===== config.mk =====
export PLATFORM = sky130hd
export DESIGN_NAME = q_update_pipe
export DESIGN_NICKNAME = d
export VERILOG_FILES = /design/src/rtl/q_update_pipe.sv
export SDC_FILE = /design/constraint.sdc
export NUM_CORES = 2
export LEC_CHECK = 0
export ABC_AREA = 1
export ABC_CLOCK_PERIOD_IN_PS = 9100
export CAP_MARGIN = 20
export CORE_ASPECT_RATIO = 0.9
export CORE_MARGIN = 8
export CORE_UTILIZATION = 45
export CTS_BUF_LIST = sky130_fd_sc_hd__clkbuf_4 sky130_fd_sc_hd__clkbuf_8
export CTS_CLUSTER_DIAMETER = 200
export DETAILED_ROUTE_END_ITERATION = 10
export HOLD_SLACK_MARGIN = 0.02
export PLACE_DENSITY_LB_ADDON = 0.1
export SETUP_SLACK_MARGIN = 0.15
export SLEW_MARGIN = 20
export SYNTH_ARGS = -nofsm -noshare
export SYNTH_HDL_FRONTEND = slang
export SYNTH_SLANG_ARGS = --single-unit
export TNS_END_PERCENT = 30

===== constraint.sdc =====
create_clock -name clk -period 9.1 [get_ports clk]
set_input_delay 1.82 -clock clk [delete_from_list [all_inputs] [get_ports clk]]
set_output_delay 1.82 -clock clk [all_outputs]
set_load 0.05 [all_outputs]

===== src/rtl/q_update_pipe.sv =====
// Pipelined Q-learning update: Q_new = Q_sa + alpha*(R + gamma*Qmax_next - Q_sa).
// Define Q_SAT_EN to saturate t2 and Q_new on signed overflow; otherwise they wrap.
module q_update_pipe #(
  parameter int unsigned ADDR_W = 8
) (
  input  logic              clk,
  input  logic              rst,
  input  logic              in_valid,
  output logic              in_ready,
  input  logic [ADDR_W-1:0] in_addr,
  input  logic [31:0]       R,
  input  logic [31:0]       Q_sa,
  input  logic [31:0]       Qmax_next,
  input  logic [15:0]       alpha,
  input  logic [15:0]       gamma,
  output logic              out_valid,
  output logic [ADDR_W-1:0] out_addr,
  output logic [31:0]       Q_new,
  output logic [15:0]       update_cnt
);

  localparam int unsigned DATA_W = 32;
  localparam int unsigned FRAC_W = 16;
  localparam int unsigned MUL_W  = DATA_W + FRAC_W + 1;
  localparam int unsigned SUM_W  = DATA_W + 2;
  localparam int unsigned ACC_W  = DATA_W + 1;
  localparam int unsigned CNT_W  = 16;

  localparam logic signed [SUM_W-1:0] SAT_MAX = SUM_W'(64'sh000000007FFFFFFF);
  localparam logic signed [SUM_W-1:0] SAT_MIN = SUM_W'(-64'sh0000000080000000);

  // Signed Q16.16 times unsigned Q0.16, arithmetic shift back to Q16.16.
  function automatic logic [DATA_W-1:0] mul_frac(input logic [DATA_W-1:0] a,
                                                 input logic [FRAC_W-1:0] f);
    logic signed [MUL_W-1:0] p;
    p = MUL_W'($signed(a)) * MUL_W'($signed({1'b0, f}));
    return DATA_W'(p >>> FRAC_W);
  endfunction

  // Reduce a wide signed sum to 32 bits: saturate or wrap.
  function automatic logic [DATA_W-1:0] reduce(input logic signed [SUM_W-1:0] v);
`ifdef Q_SAT_EN
    if (v > SAT_MAX) return 32'h7FFF_FFFF;
    if (v < SAT_MIN) return 32'h8000_0000;
    return DATA_W'(v);
`else
    return DATA_W'(v);
`endif
  endfunction

  // Capture stage: raw operands
  logic              cap_vld_q,   cap_vld_d;
  logic [ADDR_W-1:0] cap_addr_q,  cap_addr_d;
  logic [DATA_W-1:0] cap_r_q,     cap_r_d;
  logic [DATA_W-1:0] cap_qsa_q,   cap_qsa_d;
  logic [DATA_W-1:0] cap_qmax_q,  cap_qmax_d;
  logic [FRAC_W-1:0] cap_alpha_q, cap_alpha_d;
  logic [FRAC_W-1:0] cap_gamma_q, cap_gamma_d;
  // t1 stage
  logic              s1_vld_q,    s1_vld_d;
  logic [ADDR_W-1:0] s1_addr_q,   s1_addr_d;
  logic [DATA_W-1:0] s1_r_q,      s1_r_d;
  logic [DATA_W-1:0] s1_qsa_q,    s1_qsa_d;
  logic [FRAC_W-1:0] s1_alpha_q,  s1_alpha_d;
  logic [DATA_W-1:0] s1_t1_q,     s1_t1_d;
  // t2 stage
  logic              s2_vld_q,    s2_vld_d;
  logic [ADDR_W-1:0] s2_addr_q,   s2_addr_d;
  logic [DATA_W-1:0] s2_qsa_q,    s2_qsa_d;
  logic [FRAC_W-1:0] s2_alpha_q,  s2_alpha_d;
  logic [DATA_W-1:0] s2_t2_q,     s2_t2_d;
  // t3 stage
  logic              s3_vld_q,    s3_vld_d;
  logic [ADDR_W-1:0] s3_addr_q,   s3_addr_d;
  logic [DATA_W-1:0] s3_qsa_q,    s3_qsa_d;
  logic [DATA_W-1:0] s3_t3_q,     s3_t3_d;
  // Output stage and counter
  logic              out_vld_q,   out_vld_d;
  logic [ADDR_W-1:0] out_addr_q,  out_addr_d;
  logic [DATA_W-1:0] qnew_q,      qnew_d;
  logic [CNT_W-1:0]  cnt_q,       cnt_d;

  logic                    fire;
  logic                    hazard;
  logic signed [SUM_W-1:0] t2_sum;
  logic signed [ACC_W-1:0] qn_sum;

  // The output stage is not a hazard: its write-back lands on the edge a new request is accepted.
  always_comb begin
    hazard = (cap_vld_q && (cap_addr_q == in_addr)) ||
             (s1_vld_q  && (s1_addr_q  == in_addr)) ||
             (s2_vld_q  && (s2_addr_q  == in_addr)) ||
             (s3_vld_q  && (s3_addr_q  == in_addr));
    in_ready = !(in_valid && hazard);
    fire     = in_valid && in_ready;
  end

  always_comb begin
    cap_vld_d   = fire;
    cap_addr_d  = cap_addr_q;
    cap_r_d     = cap_r_q;
    cap_qsa_d   = cap_qsa_q;
    cap_qmax_d  = cap_qmax_q;
    cap_alpha_d = cap_alpha_q;
    cap_gamma_d = cap_gamma_q;
    s1_vld_d    = cap_vld_q;
    s1_addr_d   = s1_addr_q;
    s1_r_d      = s1_r_q;
    s1_qsa_d    = s1_qsa_q;
    s1_alpha_d  = s1_alpha_q;
    s1_t1_d     = s1_t1_q;
    s2_vld_d    = s1_vld_q;
    s2_addr_d   = s2_addr_q;
    s2_qsa_d    = s2_qsa_q;
    s2_alpha_d  = s2_alpha_q;
    s2_t2_d     = s2_t2_q;
    s3_vld_d    = s2_vld_q;
    s3_addr_d   = s3_addr_q;
    s3_qsa_d    = s3_qsa_q;
    s3_t3_d     = s3_t3_q;
    out_vld_d   = s3_vld_q;
    out_addr_d  = out_addr_q;
    qnew_d      = qnew_q;
    cnt_d       = cnt_q;

    t2_sum = SUM_W'($signed(s1_r_q)) + SUM_W'($signed(s1_t1_q)) - SUM_W'($signed(s1_qsa_q));
    qn_sum = ACC_W'($signed(s3_qsa_q)) + ACC_W'($signed(s3_t3_q));

    if (fire) begin
      cap_addr_d  = in_addr;
      cap_r_d     = R;
      cap_qsa_d   = Q_sa;
      cap_qmax_d  = Qmax_next;
      cap_alpha_d = alpha;
      cap_gamma_d = gamma;
      cnt_d       = cnt_q + CNT_W'(1);
    end
    if (cap_vld_q) begin
      s1_addr_d  = cap_addr_q;
      s1_r_d     = cap_r_q;
      s1_qsa_d   = cap_qsa_q;
      s1_alpha_d = cap_alpha_q;
      s1_t1_d    = mul_frac(cap_qmax_q, cap_gamma_q);
    end
    if (s1_vld_q) begin
      s2_addr_d  = s1_addr_q;
      s2_qsa_d   = s1_qsa_q;
      s2_alpha_d = s1_alpha_q;
      s2_t2_d    = reduce(t2_sum);
    end
    if (s2_vld_q) begin
      s3_addr_d = s2_addr_q;
      s3_qsa_d  = s2_qsa_q;
      s3_t3_d   = mul_frac(s2_t2_q, s2_alpha_q);
    end
    if (s3_vld_q) begin
      out_addr_d = s3_addr_q;
      qnew_d     = reduce(SUM_W'(qn_sum));
    end
  end

  always_ff @(posedge clk or negedge rst) begin
    if (!rst) begin
      cap_vld_q   <= 1'b0;
      cap_addr_q  <= '0;
      cap_r_q     <= '0;
      cap_qsa_q   <= '0;
      cap_qmax_q  <= '0;
      cap_alpha_q <= '0;
      cap_gamma_q <= '0;
      s1_vld_q    <= 1'b0;
      s1_addr_q   <= '0;
      s1_r_q      <= '0;
      s1_qsa_q    <= '0;
      s1_alpha_q  <= '0;
      s1_t1_q     <= '0;
      s2_vld_q    <= 1'b0;
      s2_addr_q   <= '0;
      s2_qsa_q    <= '0;
      s2_alpha_q  <= '0;
      s2_t2_q     <= '0;
      s3_vld_q    <= 1'b0;
      s3_addr_q   <= '0;
      s3_qsa_q    <= '0;
      s3_t3_q     <= '0;
      out_vld_q   <= 1'b0;
      out_addr_q  <= '0;
      qnew_q      <= '0;
      cnt_q       <= '0;
    end else begin
      cap_vld_q   <= cap_vld_d;
      cap_addr_q  <= cap_addr_d;
      cap_r_q     <= cap_r_d;
      cap_qsa_q   <= cap_qsa_d;
      cap_qmax_q  <= cap_qmax_d;
      cap_alpha_q <= cap_alpha_d;
      cap_gamma_q <= cap_gamma_d;
      s1_vld_q    <= s1_vld_d;
      s1_addr_q   <= s1_addr_d;
      s1_r_q      <= s1_r_d;
      s1_qsa_q    <= s1_qsa_d;
      s1_alpha_q  <= s1_alpha_d;
      s1_t1_q     <= s1_t1_d;
      s2_vld_q    <= s2_vld_d;
      s2_addr_q   <= s2_addr_d;
      s2_qsa_q    <= s2_qsa_d;
      s2_alpha_q  <= s2_alpha_d;
      s2_t2_q     <= s2_t2_d;
      s3_vld_q    <= s3_vld_d;
      s3_addr_q   <= s3_addr_d;
      s3_qsa_q    <= s3_qsa_d;
      s3_t3_q     <= s3_t3_d;
      out_vld_q   <= out_vld_d;
      out_addr_q  <= out_addr_d;
      qnew_q      <= qnew_d;
      cnt_q       <= cnt_d;
    end
  end

  assign out_valid  = out_vld_q;
  assign out_addr   = out_addr_q;
  assign Q_new      = qnew_q;
  assign update_cnt = cnt_q;

endmodule


==> qor.txt <==
run status: completed
Worst Setup EP: s1_t1_q[21]
synthesized netlist net count: 9631
leading post-synthesis cells by cell area: sky130_fd_sc_hd__fa_1, sky130_fd_sc_hd__dfrtp_1, sky130_fd_sc_hd__nand2_1
cell area after synthesis: 0.0617 mm²
mean routed wirelength per cell: 18.9 µm
Final HPWL DP: 153 mm
master of the slowest instance on the critical path: sky130_fd_sc_hd__dfrtp_2
standard-cell row count: 129
layout cell share with drive strength beyond 1: 0.0309
final hold vios: 0
number of synthesized flops with an enable pin: 0
maximum clock path buffer count: 3
endpoint type of the worst setup path: flip-flop
Total GRT Usage: 0.260
detailed-router iteration count before antenna repair: 6
clock buffer count from CTS: 89
layout overhead on the synthesized area: 8.54%
wire length of the first global-routing pass: 305 mm
via count of the first global-routing pass: 52800
floorplan die width: 406 µm
worst hold margin: 0.470 ns
endpoint of the lowest-slack register-to-register path: s1_t1_q[21]
number of vias after detailed routing: 50500
Final Net Count: 9611
logic depth of the worst setup path including buffers: 20
CTS tree: done
number of warnings issued by yosys: 0
maximum level of the CTS H-tree: 3
post-CTS setup buffer count: 0
transition time at the pin with the least slew margin: 1.03 ns
number of register bits inferred by synthesis: 477
longest individual stage delay on the worst path: 1.04 ns
max cap viols: 0
Layout Cell Area excl Fill: 0.0669 mm²
Detailed Route Iter0 Violations: 3825
Min Clock Period, post-route: 6.69 ns
chain of cells forming the critical path: nand2_1, fa_1, inv_1, fa_1, fa_1, fa_1, fa_1, inv_1, fa_1, inv_1, ha_1, nand2_1, nor2_1, nand2_1, nor3_1, nand3_1, nand3_1, nand2_1, nand3_1, nand2_1
headroom to the max-slew limit: 0.313
clock latency of the later-clocked register in the worst-skew pair: 0.79 ns
sequential element share of the synthesized area: 0.194
clock transition time at the flip-flop clock pins of the worst setup and hold paths: 0.07 ns
Post-CTS Hold Buffers: 0
root buffer cell: sky130_fd_sc_hd__clkbuf_8
ratio of final minimum period to clock period: 0.735
antenna violation net count after detailed routing: 0
grt ovf: 0
critical path buffer and inverter count: 3
Post-CTS Resized: 0
final max-slew violation count: 0
initial antenna violation count: 2
Core Region: 0.137 mm²
CP Class: reg2reg
R2R Path Start: cap_gamma_q[8]
critical path startpoint category: flip-flop
commonest cells after routing, fill and taps aside: sky130_fd_sc_hd__nand2_1, sky130_fd_sc_hd__inv_1, sky130_fd_sc_hd__fa_1, sky130_fd_sc_hd__dfrtp_1, sky130_fd_sc_hd__nand3_1
die area: 0.149 mm²
DRC viols: 0
Gate Count Post-Synth: 8208
startpoint of the most critical setup path: cap_gamma_q[8]
CP max FO: 33
setup repair after global routing missed its margin: no
pin count of the biggest net entering global routing: 132
Most Frequent Cell on Critical Path: sky130_fd_sc_hd__fa_1
IO Pins: 197
TNS Setup: 0 ns
async set-reset flop share out of synthesis: 1.00
routability congestion estimate: 0.938
top cell type by total area after synthesis: sky130_fd_sc_hd__fa_1
Setup WS pre-CTS: 2.56 ns
post-synthesis average cell area: 7.51 µm²
family with the most delay on the worst path: adder cells
effective utilization at floorplan: 0.451
FF-to-FF path depth: 20
proportion of netlist area held by the largest area contributor: 0.323
vias per std cell: 5.01
overall die height: 367 µm
sinks on the clock net: 477
required time of the critical path: 9.76 ns
kind of path behind the tightest hold check: reg2reg
Setup Viol. Count Final: 0
most common library cell in the layout ignoring fill and taps: sky130_fd_sc_hd__nand2_1
count of cell types in the netlist: 36
instance area after placement: 0.0650 mm²
endpoint arrival time on the critical path: 7.35 ns
Clock Skews: 0.0703 ns
dominant synthesized flop cell: sky130_fd_sc_hd__dfrtp_1
register-to-register path setup slack: 2.41 ns
Port-buffer cells: 196
maximum clock rate: 149 MHz
Routed WL: 190 mm
slack of the critical path: 2.41 ns
## layout make-up
class | instances | area (µm²)
antenna | 4 | 10.0
fill | 13900 | 69800
multi-input combinational | 5330 | 40700
timing repair buffer | 258 | 2450
sequential | 477 | 12000
clock inverter | 24 | 324
inverter | 2032 | 7630
tap | 1834 | 2290
clock buffer | 128 | 1620
## per-layer routing
metal  global-route usage  share of wire
met1                0.382           0.47
met2                0.405           0.45
met3               0.0361          0.060
met4               0.0650          0.024
met5                    0              0
## per-stage QoR
step | cells | utilization
CTS | 10100 | 0.490
detailed placement | 9931 | 0.475
global route | 10100 | 0.490
finish | 10100 | 0.490
global placement | 9931 | 0.475
floorplan | 8208 | -
## state kept, by name, indices dropped and copies added, names as in the netlist, 16 cells and up
signal	flops
cap_alpha_q	16
s1_t1_q	32
update_cnt	16
s2_t2_q	32
s1_r_q	32
s1_qsa_q	32
cap_qsa_q	32
cap_qmax_q	32
s1_alpha_q	16
s3_t3_q	32
s2_alpha_q	16
cap_gamma_q	16
s2_qsa_q	32
s3_qsa_q	32
cap_r_q	32
Q_new	32
## how the worst min path moves through the flow
stage / startpoint / endpoint / slack [ns] / cells after the start
after detailed placement: cap_alpha_q[9] / cap_alpha_q[9] / 0.46 / 2
after global placement: cap_gamma_q[15] / cap_gamma_q[15] / 0.46 / 2
after floorplan: s2_vld_q / out_vld_d / 0.35 / 0
final: cap_alpha_q[9] / cap_alpha_q[9] / 0.47 / 2
after global routing: cap_r_q[15] / cap_r_q[15] / 0.49 / 2
after CTS: cap_alpha_q[9] / cap_alpha_q[9] / 0.47 / 2
## worst min-delay path, delay by kind of cell (launching register included)
kind,cells,cell delay [ns]
AND/OR/NAND/NOR,2,0.11
flip-flops,1,0.34
## Yosys cell counts, types with 11 or more instances
library cell and count:
sky130_fd_sc_hd__a21oi_1 189, sky130_fd_sc_hd__nand3_1 361, sky130_fd_sc_hd__o21bai_1 18, sky130_fd_sc_hd__nand4_1 53, sky130_fd_sc_hd__inv_1 2026, sky130_fd_sc_hd__fa_1 996
sky130_fd_sc_hd__a31oi_1 18, sky130_fd_sc_hd__buf_1 12, sky130_fd_sc_hd__ha_1 288, sky130_fd_sc_hd__xor2_1 25, sky130_fd_sc_hd__buf_2 22, sky130_fd_sc_hd__or2_2 18
sky130_fd_sc_hd__nand3b_1 29, sky130_fd_sc_hd__o21a_1 11, sky130_fd_sc_hd__o21ai_0 208, sky130_fd_sc_hd__clkbuf_1 326, sky130_fd_sc_hd__nor2_1 243, sky130_fd_sc_hd__nor3_1 40
sky130_fd_sc_hd__nand2_1 2743, sky130_fd_sc_hd__xnor2_1 40, sky130_fd_sc_hd__dfrtp_1 477
## cell families after synthesis
group                    share of synthesized area
AO/OA/AOI/OAI                               0.0410
flip-flops                                   0.194
XOR/XNOR                                   0.00923
adder cells (fa/ha/maj)                      0.382
buffers and inverters                        0.147
AND/OR/NAND/NOR                              0.227
Power is left out: the tool's default activity adds up to more than one toggle a clock period on the data nets, which glitch-free logic cannot reach.
